File: config.mk
export PLATFORM = sky130hd
export DESIGN_NAME = adder_result_bcd
export DESIGN_NICKNAME = d
export VERILOG_FILES = /design/src/rtl/adder_result_bcd.sv
export SDC_FILE = /design/constraint.sdc
export NUM_CORES = 1
export LEC_CHECK = 0
export CAP_MARGIN = 0
export CORE_MARGIN = 1.5
export CORE_UTILIZATION = 45
export DETAILED_ROUTE_END_ITERATION = 10
export MAX_ROUTING_LAYER = met4
export PLACE_DENSITY = 0.81
export SYNTH_ARGS = -nofsm -noshare
export SYNTH_HDL_FRONTEND = slang
export SYNTH_SLANG_ARGS = --single-unit
File: constraint.sdc
create_clock -name clk -period 2.03 [get_ports clk]
set_input_delay 0.3045 -clock clk [delete_from_list [all_inputs] [get_ports clk]]
set_output_delay 0.3045 -clock clk [all_outputs]
set_load 0.005 [all_outputs]
File: src/rtl/adder_result_bcd.sv
// Result stage for the 4-bit add/subtract unit: captures Sum/Cout/SEL, forms a signed
// magnitude, converts it to two BCD digits by shift-add-3 and drives two 7-segment digits.
//
// state | meaning
// IDLE  | no result yet since reset, waiting for load
// CONV  | shift-add-3 conversion running, load ignored
// DONE  | tens/ones/neg hold a current result, load restarts
module adder_result_bcd #(
    parameter logic SEG_ACTIVE_LOW = 1'b1
) (
    input  logic       clk,
    input  logic       rst,
    input  logic       load,
    input  logic       SEL,
    input  logic       Cout,
    input  logic [3:0] Sum,
    output logic       busy,
    output logic       valid,
    output logic       neg,
    output logic [3:0] tens,
    output logic [3:0] ones,
    output logic [6:0] seg_tens,
    output logic [6:0] seg_ones
);

    typedef enum logic [1:0] {IDLE, CONV, DONE} state_t;

    state_t     state, state_nx;
    logic       accept;
    logic       last_shift;
    logic [4:0] mag_cap;
    logic       neg_cap;
    logic [4:0] mag_sr;
    logic       neg_pend;
    logic [7:0] work;
    logic [7:0] work_adj;
    logic [7:0] work_nx;
    logic [2:0] cnt;
    logic       unused_adj_msb;

    // Borrow on subtract means the adder produced 16 - |result| in Sum.
    always_comb begin
        mag_cap = {Cout, Sum};
        neg_cap = 1'b0;
        if (SEL) begin
            if (Cout) begin
                mag_cap = {1'b0, Sum};
            end else begin
                mag_cap = {1'b0, ~Sum} + 5'd1;
                neg_cap = 1'b1;
            end
        end
    end

    assign work_adj[7:4]  = (work[7:4] >= 4'd5) ? work[7:4] + 4'd3 : work[7:4];
    assign work_adj[3:0]  = (work[3:0] >= 4'd5) ? work[3:0] + 4'd3 : work[3:0];
    // Magnitude never exceeds 31, so the adjusted MSB is always shifted out as zero.
    assign work_nx        = {work_adj[6:0], mag_sr[4]};
    assign unused_adj_msb = work_adj[7];
    assign last_shift     = (cnt == 3'd4);

    always_ff @(posedge clk or posedge rst) begin
        if (rst) state <= IDLE;
        else     state <= state_nx;
    end

    always_comb begin
        state_nx = state;
        busy     = 1'b0;
        valid    = 1'b0;
        accept   = 1'b0;
        case (state)
            IDLE: begin
                if (load) begin
                    accept   = 1'b1;
                    state_nx = CONV;
                end
            end
            CONV: begin
                busy = 1'b1;
                if (last_shift) state_nx = DONE;
            end
            DONE: begin
                valid = 1'b1;
                if (load) begin
                    accept   = 1'b1;
                    state_nx = CONV;
                end
            end
            default: state_nx = IDLE;
        endcase
    end

    always_ff @(posedge clk or posedge rst) begin
        if (rst) begin
            mag_sr   <= '0;
            neg_pend <= 1'b0;
            work     <= '0;
            cnt      <= '0;
            tens     <= '0;
            ones     <= '0;
            neg      <= 1'b0;
        end else if (accept) begin
            mag_sr   <= mag_cap;
            neg_pend <= neg_cap;
            work     <= '0;
            cnt      <= '0;
        end else if (state == CONV) begin
            work   <= work_nx;
            mag_sr <= {mag_sr[3:0], 1'b0};
            cnt    <= cnt + 3'd1;
            if (last_shift) begin
                tens <= work_nx[7:4];
                ones <= work_nx[3:0];
                neg  <= neg_pend;
            end
        end
    end

    function automatic logic [6:0] seg7(input logic [3:0] d);
        case (d)
            4'd0:    seg7 = 7'b0111111;
            4'd1:    seg7 = 7'b0000110;
            4'd2:    seg7 = 7'b1011011;
            4'd3:    seg7 = 7'b1001111;
            4'd4:    seg7 = 7'b1100110;
            4'd5:    seg7 = 7'b1101101;
            4'd6:    seg7 = 7'b1111101;
            4'd7:    seg7 = 7'b0000111;
            4'd8:    seg7 = 7'b1111111;
            4'd9:    seg7 = 7'b1101111;
            default: seg7 = 7'b0000000;
        endcase
    endfunction

    assign seg_tens = SEG_ACTIVE_LOW ? ~seg7(tens) : seg7(tens);
    assign seg_ones = SEG_ACTIVE_LOW ? ~seg7(ones) : seg7(ones);

endmodule

==> impl_metrics.csv <==
group,metric,value,unit
worst_setup_path,reg2reg_to,"work[6]$_DFFE_PP0P_",
clocking,clk_pin_slew,0.09,ns
cells_and_area,fin_area,0.00228,mm^2
worst_setup_path,r2r_cells,6,
worst_setup_path,cpPeakStageDelay,0.37,ns
worst_setup_path,critPathSlowestCell,"dfrtp_1",
floorplanning,initial_utilization,47.0,%
yosys,yosysWarnings,0,
yosys,ys_seq_area_share,40.4,%
routing,drcViolationCount,0,
yosys,ys_types,32,
sta,min_period,1.98,ns
worst_setup_path,r2r_slack,0.38,ns
cells_and_area,drive_above_1_share,19.8,%
clocking,cts-buffers-inserted,3,
sta,tightestPinTransition,0.341,ns
power,power.density,1600,mW/mm^2
clocking,cts_tree,"built",
routing,drtIter0Drc,68,
worst_setup_path,crit_chain,"inv_2, buf_4, ha_1, o21ai_1, o21ai_0, dlygate4sd2_1",
global_routing,grt_max_degree,29,
worst_setup_path,worstPathRequired,1.73,ns
sta,relSlewSlack,77.3,%
place,portBuffers,33,
clocking,hold_buffers,0,
power,fin_total_pwr,3.65,mW
sta,finalCritPeriodShare,97.4,%
power,peakVddDrop,0.705,mV
yosys,synth_cells,191,
sta,clock-skew-final,0.00240,ns
worst_setup_path,cp_max_fo,5,
clocking,h-tree-depth,1,
clocking,cts_sinks,28,
cells_and_area,fin_util,61.7,%
place,place_congestion,0.834,
sta,fin_worst_hold_slack,0.375,ns
yosys,synth_edf_count,0,
place,post_dp_cell_area,0.00214,mm^2
clocking,clock_path_buffers,2,
routing,vias,1444,
status,status,"complete, no violations",
cells_and_area,fin_nets,264,
sta,fin_ws,0.0525,ns
clocking,clk_latency,0.27,ns
yosys,synth_nets,217,
sta,setup_violations,0,
global_routing,overflow,0,
worst_setup_path,critPathKind,"flop to primary output",
floorplanning,row_count,22,
floorplanning,fp.dieH,65.1,um
worst_setup_path,cp.arrival,1.67,ns
floorplanning,die_x,65.1,um
yosys,syn-cell-area,0.00174,mm^2
routing,viasPerCell,5.07,
power,total_leakage_power,1.11,nW
cells_and_area,n_antenna_cell,0,
sta,finalHoldViolations,0,
floorplanning,core,0.00369,mm^2
yosys,async_flop_share,100,%
floorplanning,dieArea,0.00424,mm^2
sta,maxSlewViolCount,0,
routing,routed_wl,3.36,mm
global_routing,first_global_vias,1332,
cells_and_area,syn_to_final_growth,31.1,%
worst_setup_path,r2r_start,"work[4]$_DFFE_PP0P_",
yosys,syn_avg_cell_area,9.09,um^2
place,hpwl,2.41,mm
worst_setup_path,startpoint_type,"flop",
global_routing,grt_use_total,17.3,%
sta,max_freq,0.506,GHz
routing,wl_per_cell,11.8,um
worst_setup_path,crit_path_end_kind,"primary output",
floorplanning,ios,34,
routing,first_pass_iters,4,
yosys,synth_ff_type,"dfrtp_1",
place,dp_slack,0.140,ns
clocking,cts_root_buffer,"clkbuf_8",
hold_path,hold_class,"input port to async pin",
routing,ant_nets,0,
yosys,ys_ff_latch,28,
run,max_cap_violations,0,
global_routing,antenna_found_initial,0,
global_routing,grt_pass1_wl,5.69,mm
[worst max-delay path, delay by kind of cell (launching register included)]
family	cells	cell delay, ns
AO/OA/AOI/OAI	2	0.26
buffers and inverters	3	0.48
adder cells (fa/ha/maj)	1	0.29
flip-flops	1	0.37
[worst max path at each step]
stage	start	to	slack (ns)
2_1_floorplan	tens[1]$_DFFE_PP0P_	seg_tens[0]	0.51
3_3_place_gp	ones[1]$_DFFE_PP0P_	seg_ones[3]	0.19
3_5_place_dp	ones[1]$_DFFE_PP0P_	seg_ones[0]	0.14
4_1_cts	tens[0]$_DFFE_PP0P_	seg_tens[3]	0.0008
5_1_grt	tens[1]$_DFFE_PP0P_	seg_tens[1]	-0.03
6_report	tens[1]$_DFFE_PP0P_	seg_tens[1]	0.05
[logic make-up (layout without fill, tap and decap cells)]
group	Yosys count	in the layout	share of synthesized area [%]
AOI/OAI and AO/OA	51	51	17.6
xor gates and xnor gates	7	7	3.53
adders and majority gates	17	17	12.3
buffers and inverters	25	71	6.85
DFF	28	28	40.4
muxes	6	6	3.82
and+or+nand+nor	57	57	15.6
[stage by stage]
step	cells	setup TNS [ns]
3_3_place_gp	274	0
3_5_place_dp	274	0
4_1_cts	281	0
6_report	285	0
5_1_grt	285	-0.0335
2_1_floorplan	191	0
[state kept, by name (all words and copies together) (netlist names)]
register  cells
state         2
neg           1
work          8
neg_pend      1
tens          4
mag_sr        5
ones          4
cnt           3
[area by class of cell]
class	count	area [um^2]
Sequential cell	28	703
Fill cell	329	1410
Clock buffer	4	55.1
Timing Repair Buffer	47	438
Multi-Input combinational cell	138	940
Inverter	20	80.1
Tap cell	48	60.1
[per-layer routing]
metal  vias to the layer above  wire, um  track usage [%]
met2                        31      1630             28.7
met3                         4        87             1.54
met5                         -         0                -
met4                         0        28             5.47
met1                       673      1610             22.7
li1                        736         -                -
[report_power, final]
part,switching (mW),internal (mW)
registers,0.258,0.810
clock network,0.173,0.174
logic,1.05,1.18
[cells in the mapped netlist (2+ instances only)]
master     n  area [um^2]
a22oi_1    4         30.0
dfrtp_1   28          701
a31oi_1    5         31.3
or2_2      2         12.5
xnor2_1    4         35.0
inv_1     19         71.3
nand2b_1   6         37.5
a22o_1     3         26.3
nor2_1    13         48.8
buf_6      2         22.5
nand2_1   25         93.8
ha_1      17          213
mux2_2     5         56.3
nand3_1    2         10.0
xor2_1     3         26.3
o21ai_0   20          100
nor3_1     3         15.0
nor3b_1    3         22.5
a21oi_1   14         70.1
[placed cells by master (no fill, tap or decap), types with 2 or more instances in the layout]
master | netlist | layout
inv_1 | 19 | 13
nand3_1 | 2 | 2
nor2_1 | 13 | 11
nand2b_1 | 6 | 6
dlymetal6s2s_1 | 0 | 6
nand2_1 | 25 | 25
ha_1 | 17 | 14
dlygate4sd2_1 | 0 | 6
nor2_2 | 0 | 2
xor2_1 | 3 | 3
o21ai_0 | 20 | 18
or2_2 | 2 | 2
a22o_1 | 3 | 3
buf_4 | 1 | 14
a21oi_1 | 14 | 11
o21ai_1 | 0 | 2
a31oi_1 | 5 | 5
clkdlybuf4s50_1 | 0 | 20
nor3b_1 | 3 | 3
mux2_2 | 5 | 5
dfrtp_2 | 0 | 2
ha_2 | 0 | 3
clkbuf_8 | 0 | 4
a22oi_1 | 4 | 4
a21oi_2 | 1 | 4
xnor2_1 | 4 | 4
inv_2 | 0 | 6
dfrtp_1 | 28 | 26
nor3_1 | 3 | 3
[what timing repair did]
item                                   in CTS  in global routing
endpoints found under the hold margin       0                  0
pin swaps                                   2                  4
setup endpoints to repair                  12                 11
setup buffers                               3                  4
gates resized for setup                    14                 19
Power figures use the tool's default switching activity.
